## config.mk

```make
export PLATFORM = sky130hd
export DESIGN_NAME = vga_sync_gen
export DESIGN_NICKNAME = d
export VERILOG_FILES = /design/src/rtl/vga_sync_gen.sv
export SDC_FILE = /design/constraint.sdc
export NUM_CORES = 1
export LEC_CHECK = 0
export BUFFER_PORTS_ARGS = -buffer_cell sky130_fd_sc_hd__buf_2
export CAP_MARGIN = 30
export CORE_MARGIN = 2
export CORE_UTILIZATION = 52
export CTS_BUF_LIST = sky130_fd_sc_hd__clkbuf_4
export CTS_CLUSTER_SIZE = 28
export DETAILED_ROUTE_END_ITERATION = 10
export PLACE_DENSITY = 0.78
export SLEW_MARGIN = 0
export SYNTH_ARGS = -nofsm -noshare
export SYNTH_HDL_FRONTEND = slang
export SYNTH_SLANG_ARGS = --single-unit
```

## constraint.sdc

```tcl
create_clock -name clk -period 2.5 [get_ports clk]
set_input_delay 0.375 -clock clk [delete_from_list [all_inputs] [get_ports clk]]
set_output_delay 0.375 -clock clk [all_outputs]
set_load 0.02 [all_outputs]
```

## src/rtl/vga_sync_gen.sv

```systemverilog
// VGA raster timing generator: pixel-rate tick, horizontal/vertical position
// counters, sync pulses, active-video flag and a start-of-frame pulse.
module vga_sync_gen #(
  parameter int   CLK_DIV  = 4,
  parameter int   H_SYNC   = 96,
  parameter int   H_BP     = 48,
  parameter int   H_ACTIVE = 640,
  parameter int   H_FP     = 16,
  parameter int   V_SYNC   = 2,
  parameter int   V_BP     = 33,
  parameter int   V_ACTIVE = 480,
  parameter int   V_FP     = 10,
  parameter logic SYNC_POL = 1'b0
) (
  input  logic        clk,
  input  logic        reset,
  output logic        pixel_tick,
  output logic [15:0] h_counter,
  output logic [15:0] v_counter,
  output logic        hsync,
  output logic        vsync,
  output logic        video_out,
  output logic        frame_start
);

  localparam logic [3:0]  DIV_LAST  = 4'(CLK_DIV - 1);
  localparam logic [15:0] H_LAST    = 16'(H_SYNC + H_BP + H_ACTIVE + H_FP - 1);
  localparam logic [15:0] V_LAST    = 16'(V_SYNC + V_BP + V_ACTIVE + V_FP - 1);
  localparam logic [15:0] H_SYNC_END = 16'(H_SYNC);
  localparam logic [15:0] V_SYNC_END = 16'(V_SYNC);
  localparam logic [15:0] H_VIS_LO  = 16'(H_SYNC + H_BP);
  localparam logic [15:0] H_VIS_HI  = 16'(H_SYNC + H_BP + H_ACTIVE - 1);
  localparam logic [15:0] V_VIS_LO  = 16'(V_SYNC + V_BP);
  localparam logic [15:0] V_VIS_HI  = 16'(V_SYNC + V_BP + V_ACTIVE - 1);

  logic [3:0]  div_cnt;
  logic [15:0] h_next;
  logic [15:0] v_next;
  logic        frame_wrap;
  logic        h_vis_next;
  logic        v_vis_next;

  // Pixel tick decoded straight from the divider register (no added latency).
  always_comb begin
    pixel_tick = (div_cnt == DIV_LAST);
  end

  // Next raster position; sync/video flags are derived from it so that the
  // registered flags line up with the registered counters in the same cycle.
  always_comb begin
    h_next     = h_counter;
    v_next     = v_counter;
    frame_wrap = 1'b0;
    if (pixel_tick) begin
      if (h_counter == H_LAST) begin
        h_next = '0;
        if (v_counter == V_LAST) begin
          v_next     = '0;
          frame_wrap = 1'b1;
        end else begin
          v_next = v_counter + 16'd1;
        end
      end else begin
        h_next = h_counter + 16'd1;
      end
    end
    h_vis_next = (h_next >= H_VIS_LO) && (h_next <= H_VIS_HI);
    v_vis_next = (v_next >= V_VIS_LO) && (v_next <= V_VIS_HI);
  end

  // Clock divider: counts 0..CLK_DIV-1 and wraps on the tick cycle.
  always_ff @(posedge clk) begin
    if (reset) begin
      div_cnt <= '0;
    end else if (pixel_tick) begin
      div_cnt <= '0;
    end else begin
      div_cnt <= div_cnt + 4'd1;
    end
  end

  // Position counters plus registered sync, video and frame-start outputs.
  always_ff @(posedge clk) begin
    if (reset) begin
      h_counter   <= '0;
      v_counter   <= '0;
      hsync       <= SYNC_POL;
      vsync       <= SYNC_POL;
      video_out   <= 1'b0;
      frame_start <= 1'b0;
    end else begin
      h_counter   <= h_next;
      v_counter   <= v_next;
      hsync       <= (h_next < H_SYNC_END) ? SYNC_POL : ~SYNC_POL;
      vsync       <= (v_next < V_SYNC_END) ? SYNC_POL : ~SYNC_POL;
      video_out   <= h_vis_next && v_vis_next;
      frame_start <= frame_wrap;
    end
  end

endmodule

```

==> results of run 1 <==
[registers in the layout, summed over array words and instances (netlist names)]
register,cells
h_counter,16
hsync,1
frame_start,1
video_out,1
v_counter,16
vsync,1
div_cnt,4
[through the flow]
step           utilization [%]  total power [uW]  worst slack, ns  std cells  setup TNS, ns
6_report                  73.4              1140           0.0205        426              0
5_1_grt                   73.4              1170           -0.118        426         -0.133
4_1_cts                   71.9              1150          0.00769        425              0
3_5_place_dp              69.1               707          -0.0781        415        -0.0897
3_3_place_gp              69.1               706          -0.0101        415        -0.0101
2_1_floorplan                -               688          -0.0545        280        -0.0545
[power breakdown]
group,internal [uW],switching (uW)
clock,221,219
combinational,22.3,30.9
sequential,641,4.77
[timing repair]
item,in CTS,in global routing
setup buffers,2,2
setup endpoints to repair,2,4
pin swaps,5,8
resized for setup,9,9
[metal layers]
metal	up-vias	track usage [%]	wire (microns)
met5	-	0	0
met1	1143	33.5	2730
met3	18	5.34	428
met2	100	47.1	3280
met4	0	10.9	191
li1	1202	-	-
[worst paths after layout]
kind,from,to
hold reg to reg,h_counter[1]$_SDFF_PP0_,h_counter[1]$_SDFF_PP0_
hold / removal,reset,v_counter[14]$_SDFF_PP0_
setup reg to reg,v_counter[6]$_SDFF_PP0_,video_out$_SDFF_PP0_
setup / recovery,v_counter[6]$_SDFF_PP0_,video_out$_SDFF_PP0_
[cell usage in the layout, fill, tap and decap left out, types with 3 or more instances in the layout]
cell type,instances
buf_4,59
buf_2,38
nor2_1,35
dfxtp_1,34
nand2_1,23
nor3_1,16
nand4_1,15
nand3_1,14
xnor2_1,14
a21oi_1,9
and3_1,9
xor2_1,8
and2_1,6
clkbuf_4,6
or3_1,5
o211ai_1,5
o21ai_0,4
nand3b_1,4
dfxtp_2,4
inv_1,3
mux2i_1,3
[cell type report]
class	count	area (sq um)
multi-input combinational	221	1500
fill	341	1140
sequential	40	813
timing repair buffer	99	656
tap	52	65.1
clock buffer	6	45.0
inverter	6	40.0
clock inverter	2	35.0
[synthesized netlist by cell type, types with 4 or more instances]
cell	n	area share (%)
dfxtp_1	40	35
nor2_1	36	5.9
nand2_1	23	3.8
nor3_1	16	3.5
nand3_1	15	3.3
nand4_1	15	4.1
xnor2_1	14	5.4
a21oi_1	9	2.0
and3_1	9	2.5
xor2_1	9	3.4
clkbuf_1	8	1.3
and2_1	7	1.9
o211ai_1	5	1.6
or3_1	5	1.4
ha_1	4	2.2
inv_1	4	0.66
nand3b_1	4	1.3
o21ai_0	4	0.87
[logic make-up (layout without fill, tap and decap cells)]
| group | Yosys count | count (layout) | synth area share (%) |
|---|---|---|---|
| and+or+nand+nor | 155 | 155 | 37.9 |
| DFF | 40 | 40 | 35.0 |
| AOI/OAI and AO/OA | 36 | 36 | 10.9 |
| xor gates and xnor gates | 23 | 23 | 8.80 |
| buffers and inverters | 19 | 113 | 3.83 |
| adders and majority gates | 4 | 4 | 2.19 |
| muxes | 3 | 3 | 1.31 |
[worst max-delay path, stage by stage, from the launching register on]
cell,delay (ns)
dfxtp_2,0.34
or4b_4,0.56
nor4_4,0.26
buf_4,0.18
o211ai_1,0.14
a221oi_2,0.29
nand4_1,0.15
mux2i_1,0.16
a2111oi_2,0.30
==> flow_summary.json, run 1 <==
{
  "drc_errors": 0,
  "crit_path_max_fanout": 6,
  "fp.dieW_microns": 70.3,
  "cts_tree": "done",
  "required_ns": 2.76,
  "place_area_sq_um": 2970,
  "rows": 24,
  "ctsHoldBuffers": 0,
  "slew_violations": 0,
  "diodes": 0,
  "worst_pin_slew_ns": 0.432,
  "synth_edf_count": 0,
  "cp-end-kind": "flip-flop",
  "die_h_microns": 70.3,
  "cap_violations": 0,
  "coreArea_sq_um": 4290,
  "ys_seq_area_share_pct": 35.0,
  "h-tree-depth": 2,
  "area_growth_pct": 37.7,
  "drt_iter0_drc": 176,
  "finalHoldViolCount": 0,
  "async_reset_ff_share_pct": 0,
  "insertion_delay_ns": 0.35,
  "syn_area_sq_um": 2290,
  "clockBufferDepth": 2,
  "slew-limit-headroom_pct": 71.0,
  "period_minus_slack_ns": 2.48,
  "setup_viol": 0,
  "final_area_sq_um": 3150,
  "reg2reg_slack_ns": 0.02,
  "grt_pass1_wl_microns": 10800,
  "overflow": 0,
  "num_io_pins": 39,
  "cts.reportedPaths.clkPinSlew_ns": 0.12,
  "p_leak_uw": 0.00137,
  "max_freq_mhz": 403,
  "via_count": 2463,
  "worstPathArrival_ns": 2.74,
  "hold_ws_ns": 0.415,
  "port_buffers": 38,
  "grt_pass1_vias": 2342,
  "synth.avg_cell_area_sq_um": 8.17,
  "numCtsBuffers": 5,
  "vdd_drop_max_mv": 0.257,
  "dpl.hpwl_microns": 4930,
  "hold_depth": 2,
  "antenna_left": 0,
  "synthCells": 280,
  "ys.flop_type": "dfxtp_1",
  "hold_path.class": "input pin to flip-flop",
  "gr-usage-all-layers_pct": 27.4,
  "cp-start-kind": "flip-flop",
  "wl_per_cell_microns": 15.6,
  "vias_per_cell": 5.78,
  "period_share_pct": 99.2,
  "synth-seq-cells": 40,
  "dieArea_sq_um": 4950,
  "yosysUniqueCellTypes": 59,
  "outcome": "finished clean",
  "drt_first_pass_iters": 5,
  "routabilityCongestion": 0.956,
  "worst-r2r-cell-count": 8,
  "antenna_found_initial": 0,
  "drive_above_1_share_pct": 36.9,
  "clock_skew_ns": 0.0109,
  "wl_microns": 6630,
  "layout.nets": 379,
  "critPathKind": "flip-flop to flip-flop",
  "yosysWarnings": 0,
  "rsz0062_at_grt": "yes",
  "start_util_pct": 53.3,
  "cts.sinks": 40,
  "cts_root_buf": "clkbuf_4",
  "grt_max_degree": 21,
  "syn_nets": 286,
  "powerDensity_nw_per_um2": 361
}
Note: power is estimated with default switching activity, not from simulation.
==> run 2: changes to the inputs <==
Settings changed: CORE_ASPECT_RATIO set to 0.75, CORE_UTILIZATION 52 to 55.
Clock period 2.5 ns to 3.04 ns, I/O delays scaled along.
==> run 2 against run 1 <==
  * Routed wire length is 14% lower
  * Clock power is 42% lower
  * First-iteration DRC count down 15%
  * Worst setup slack gained 0.11 ns
  * Critical path type unchanged
  * Largest power group unchanged
==> flow_summary.json, run 2 (synthesized netlist as in run 1, its figures left out) <==
{
  "worst_pin_slew_ns": 0.654,
  "cp-start-kind": "flip-flop",
  "required_ns": 3.27,
  "drt_iter0_drc": 149,
  "hold_depth": 1,
  "min_from": "div_cnt[0]$_SDFF_PP0_",
  "dp_slack_ns": 0.205,
  "final_common_cell": "dfxtp_1",
  "wl_per_cell_microns": 15.1,
  "fp.dieW_microns": 78.5,
  "top_regs": "h_counter x16, v_counter x16, div_cnt x4",
  "rr_startpoint": "v_counter[1]$_SDFF_PP0_",
  "fin_util_pct": 64.6,
  "setup_viol": 0,
  "final.setup.worst_slack_ns": 0.135,
  "slew-limit-headroom_pct": 56.4,
  "final_area_sq_um": 2600,
  "grt_pass1_vias": 1832,
  "clock_skew_ns": 0.00988,
  "worst-r2r-cell-count": 10,
  "period_minus_slack_ns": 2.90,
  "hold_path.class": "flip-flop to flip-flop",
  "period_share_pct": 95.5,
  "rows": 20,
  "drive_above_1_share_pct": 20.6,
  "place_area_sq_um": 2540,
  "worstHoldEndpoint": "div_cnt[0]$_SDFF_PP0_",
  "cp_cell_sequence": "inv_1 > ha_1 > or4b_1 > nor4_4 > buf_4 > o211ai_1 > a221oi_1 > nand4_1 > mux2i_1 > a2111oi_2",
  "ctsResizeCount": 0,
  "layout_common_cells": "40 x dfxtp_1, 38 x buf_2, 36 x nor2_1, 23 x nand2_1, 16 x nor3_1",
  "insertion_delay_ns": 0.33,
  "grt_max_degree": 36,
  "layout.nets": 327,
  "max_freq_mhz": 344,
  "drt_first_pass_iters": 5,
  "drc_errors": 0,
  "port_buffers": 38,
  "reg2reg_slack_ns": 0.14,
  "via_count": 2257,
  "routabilityCongestion": 0.921,
  "vdd_drop_max_mv": 0.405,
  "gr-usage-all-layers_pct": 25.0,
  "cts.reportedPaths.clkPinSlew_ns": 0.11,
  "area_growth_pct": 13.7,
  "finalPower_uw": 816,
  "cts.sinks": 40,
  "start_util_pct": 56.8,
  "cts_tree": "done",
  "critPathBufInv": 2,
  "cp_top_family": "simple AND/OR/NAND/NOR gates",
  "critPathLaunch": "v_counter[1]$_SDFF_PP0_",
  "worstPathArrival_ns": 3.14,
  "diodes": 0,
  "p_leak_uw": 0.00106,
  "crit_path_max_fanout": 8,
  "wl_microns": 5690,
  "slew_violations": 0,
  "die_h_microns": 59.9,
  "antenna_left": 0,
  "h-tree-depth": 2,
  "coreArea_sq_um": 4030,
  "num_io_pins": 39,
  "cts_root_buf": "clkbuf_4",
  "cpPeakStageDelay_ns": 0.48,
  "critPathKind": "flip-flop to flip-flop",
  "grt_pass1_wl_microns": 9160,
  "cpMaxStageDelayCell": "or4b_1",
  "cp-end-kind": "flip-flop",
  "cap_violations": 0,
  "antenna_found_initial": 0,
  "outcome": "finished clean",
  "r2r_end": "video_out$_SDFF_PP0_",
  "overflow": 0,
  "numCtsBuffers": 5,
  "vias_per_cell": 6.00,
  "finalHoldViolCount": 0,
  "powerDensity_nw_per_um2": 314,
  "dieArea_sq_um": 4700,
  "clockBufferDepth": 2,
  "dpl.hpwl_microns": 4210
}
==> run 2: cell count changes in the layout (fill, tap and decap cells not counted), moves of 2 or more <==
cell	before	now
buf_4	59	9
dfxtp_1	34	40
dfxtp_2	4	0
buf_6	2	0
dfxtp_4	2	0
ha_1	2	4
ha_4	2	0
inv_4	2	0
nor3_2	1	3
nor3_4	2	0
==> run 2: area by class of cell <==
type | count | area [sq um]
Multi-Input combinational cell | 221 | 1400
Timing Repair Buffer | 47 | 258
Clock inverter | 1 | 5.00
Inverter | 6 | 23.8
Clock buffer | 6 | 45.0
Fill cell | 373 | 1430
Tap cell | 55 | 68.8
Sequential cell | 40 | 801
==> run 2: how the worst max path moves through the flow <==
stage,cells past startpoint,to
2_1_floorplan,8,video_out$_SDFF_PP0_
3_3_place_gp,9,video_out$_SDFF_PP0_
3_5_place_dp,9,video_out$_SDFF_PP0_
4_1_cts,9,video_out$_SDFF_PP0_
5_1_grt,10,video_out$_SDFF_PP0_
6_report,10,video_out$_SDFF_PP0_
==> run 2: power breakdown <==
group | internal, uW | leakage, uW | switching (uW) | total (uW)
Clock | 94.4 | 0.0000315 | 160 | 254
Combinational | 8.96 | 0.000706 | 21.0 | 30.0
Sequential | 528 | 0.000323 | 3.55 | 532
Total | 632 | 0.00106 | 184 | 816
==> run 2: metrics by stage <==
step	cells	hold WS [ns]	TNS, ns
detailed placement	368	0.464	0
CTS	375	0.480	0
finish	376	0.480	0
global route	376	0.499	-0.00112
global placement	368	0.437	0
floorplan	280	0.433	0
==> run 2: repair_timing <==
action,in CTS,in global routing
hold buffers,0,0
endpoints found under the setup margin,0,1
hold endpoints to repair,0,0
setup buffers,0,1
==> run 2: metal layers <==
| layer | track usage (%) | vias to the layer above | wire (microns) | part of all wire [%] |
|---|---|---|---|---|
| met5 | 0 | - | 0 | 0 |
| met4 | 5.76 | 0 | 21 | 0.37 |
| met3 | 4.98 | 2 | 451 | 7.9 |
| met2 | 33.9 | 103 | 2280 | 40 |
| met1 | 39.8 | 1054 | 2930 | 52 |
| li1 | - | 1098 | - | - |
==> run 2: worst register-to-register path, stage by stage (launching register included) <==
cell and delay [ns]:
dfxtp_1 0.37, inv_1 0.14, ha_1 0.17, or4b_1 0.48, nor4_4 0.28, buf_4 0.20, o211ai_1 0.12, a221oi_1 0.39
nand4_1 0.16, mux2i_1 0.16, a2111oi_2 0.35
==> run 3: changes to the inputs <==
Settings changed: CORE_UTILIZATION 55 to 52.
Clock period 3.04 ns to 2.6 ns, I/O delays scaled along.
==> run 3 against run 2 <==
  * The run now ends with setup timing left
  * Clock-buffer cell count is 1 lower
  * Non-clock buffer count increased by 35
  * Via count up 9.6%
  * Worst setup slack lost 0.17 ns
  * Global-route usage is 3.1 points higher
  * Worst hold slack lost 0.054 ns
  * Register-to-register slack lost 0.17 ns
  * Cell area is 12% higher
  * Die area rose by 5.4%
  * Core utilization rose by 6.3 points
  * Flip-flop and latch count unchanged
  * Critical path type unchanged
  * Critical endpoint unchanged
  * Largest cell class unchanged
==> flow_summary.json, run 3 (synthesized netlist as in run 1, its figures left out) <==
{
  "outcome": "finished with violations",
  "failed_checks": "setup timing",
  "max_freq_mhz": 380,
  "dieArea_sq_um": 4950,
  "worst_pin_slew_ns": 0.683,
  "via_count": 2474,
  "wl_microns": 6590,
  "dpl.hpwl_microns": 4770,
  "internal-power_uw": 730,
  "gr-usage-all-layers_pct": 28.1,
  "clockBufferDepth": 2,
  "slew_violations": 0,
  "fillCellCount": 341,
  "final_cells": 412,
  "vias_per_cell": 6.00,
  "layout_common_cells": "43 x buf_4, 38 x buf_2, 37 x dfxtp_1, 34 x nor2_1, 23 x nand2_1",
  "slew-limit-headroom_pct": 54.5,
  "clock_skew_ns": 0.00460,
  "cpMaxStageDelayCell": "or4b_4",
  "drc_errors": 0,
  "start_util_pct": 55.4,
  "cp-end-kind": "flip-flop",
  "period_share_pct": 101,
  "setup_viol": 1,
  "crit_path_max_fanout": 5,
  "top_regs": "h_counter x16, v_counter x16, div_cnt x4",
  "area_growth_pct": 27.8,
  "die_h_microns": 61.5,
  "cts.sinks": 40,
  "final.setup.worst_slack_ns": -0.0305,
  "dp_slack_ns": -0.0409,
  "diodes": 0,
  "cp-start-kind": "flip-flop",
  "p_sw_uw": 241,
  "p_clk_share_pct": 31.9,
  "switching_share_pct": 24.8,
  "required_ns": 2.85,
  "vdd_drop_max_mv": 0.334,
  "rsz0062_at_grt": "yes",
  "critPathKind": "flip-flop to flip-flop",
  "rows": 20,
  "p_seq_share_pct": 64.0,
  "hold_ws_ns": 0.426,
  "coreArea_sq_um": 4130,
  "port_buffers": 38,
  "drt_iter0_drc": 226,
  "overflow": 0,
  "final_area_sq_um": 2920,
  "hold_path.class": "flip-flop to flip-flop",
  "place_area_sq_um": 2790,
  "period_minus_slack_ns": 2.63,
  "cpPeakStageDelay_ns": 0.48,
  "placed_cells": 398,
  "h-tree-depth": 2,
  "antenna_found_initial": 0,
  "layout.nets": 362,
  "grt_max_degree": 36,
  "num_io_pins": 39,
  "p_leak_uw": 0.00126,
  "cts.reportedPaths.clkPinSlew_ns": 0.12,
  "cap_violations": 0,
  "finalHoldViolCount": 0,
  "worstPathArrival_ns": 2.88,
  "fp.dieW_microns": 80.6,
  "cts_tree": "done",
  "powerDensity_nw_per_um2": 332,
  "grt_pass1_vias": 2232,
  "wl_per_cell_microns": 16.0,
  "grt_pass1_wl_microns": 10700,
  "drt_first_pass_iters": 5,
  "combPwrFrac_pct": 4.1,
  "insertion_delay_ns": 0.35,
  "numCtsBuffers": 5,
  "routabilityCongestion": 0.943,
  "cp_cell_sequence": "inv_4 > ha_1 > or4b_4 > nor4_4 > buf_6 > o211ai_1 > a221oi_2 > nand4_1 > mux2i_1 > a2111oi_2",
  "cts_root_buf": "clkbuf_4",
  "drive_above_1_share_pct": 31.7,
  "final_common_cell": "buf_4",
  "antenna_left": 0
}
==> run 3: cell count changes in the layout (fill, tap and decap cells not counted), sizes merged <==
cell / change
clkinv: +2
buf: +35
clkbuf: -1
==> run 3: path summary, 6_finish.rpt <==
path	from	end	slack [ns]	cells past startpoint
setup / recovery	v_counter[0]$_SDFF_PP0_	video_out$_SDFF_PP0_	-0.03	10
hold reg to reg	div_cnt[0]$_SDFF_PP0_	div_cnt[0]$_SDFF_PP0_	0.43	1
hold / removal	div_cnt[0]$_SDFF_PP0_	div_cnt[0]$_SDFF_PP0_	0.43	1
setup reg to reg	v_counter[0]$_SDFF_PP0_	video_out$_SDFF_PP0_	-0.03	10
==> run 3: repair_timing <==
item / in CTS / in global routing
pin swaps: 5 / 3
hold buffers: 0 / 0
hold endpoints to repair: 0 / 0
gates cloned: 0 / 0
buffers inserted: 5 / 1
resized for setup: 2 / 9
endpoints found under the setup margin: 1 / 4
==> run 3: layout make-up <==
cell class | instances | area, sq um | area share, %
clock inverter | 3 | 13.8 | 0.471
inverter | 6 | 32.5 | 1.11
tap | 55 | 68.8 | 2.35
sequential | 40 | 807 | 27.6
multi-input combinational | 221 | 1440 | 49.3
clock buffer | 5 | 37.5 | 1.28
timing repair buffer | 82 | 524 | 17.9
==> run 3: stage by stage <==
| stage | util [%] | setup TNS [ns] | total power (uW) |
|---|---|---|---|
| after floorplan | - | 0 | 660 |
| after global placement | 67.6 | 0 | 672 |
| after detailed placement | 67.6 | -0.0409 | 673 |
| after CTS | 69.9 | 0 | 970 |
| after global routing | 70.8 | -0.0846 | 1000 |
| final | 70.8 | -0.0305 | 971 |
==> run 3: per-layer routing <==
metal,vias to the layer above,track usage (%),wire length [microns]
li1,1171,-,-
met1,1148,40.7,3080
met2,137,40.1,2720
met3,18,8.65,665
met4,0,8.47,133
met5,-,0,0
==> run 3: power groups by stage <==
stage	combinational (uW)	sequential (uW)	clock [uW]
3_3_place_gp	37.3	635	0
3_5_place_dp	37.7	635	0
4_1_cts	38.8	621	310
2_1_floorplan	24.7	636	0
6_report	39.8	621	310
5_1_grt	43.1	623	335
==> run 3: critical path, delay by kind of cell, from the launching register on <==
family	cells	cell delay, ns
fa+ha+maj	1	0.15
compound gates	3	0.79
buf+inv	2	0.21
simple gates	3	0.82
flops	1	0.38
mux	1	0.16
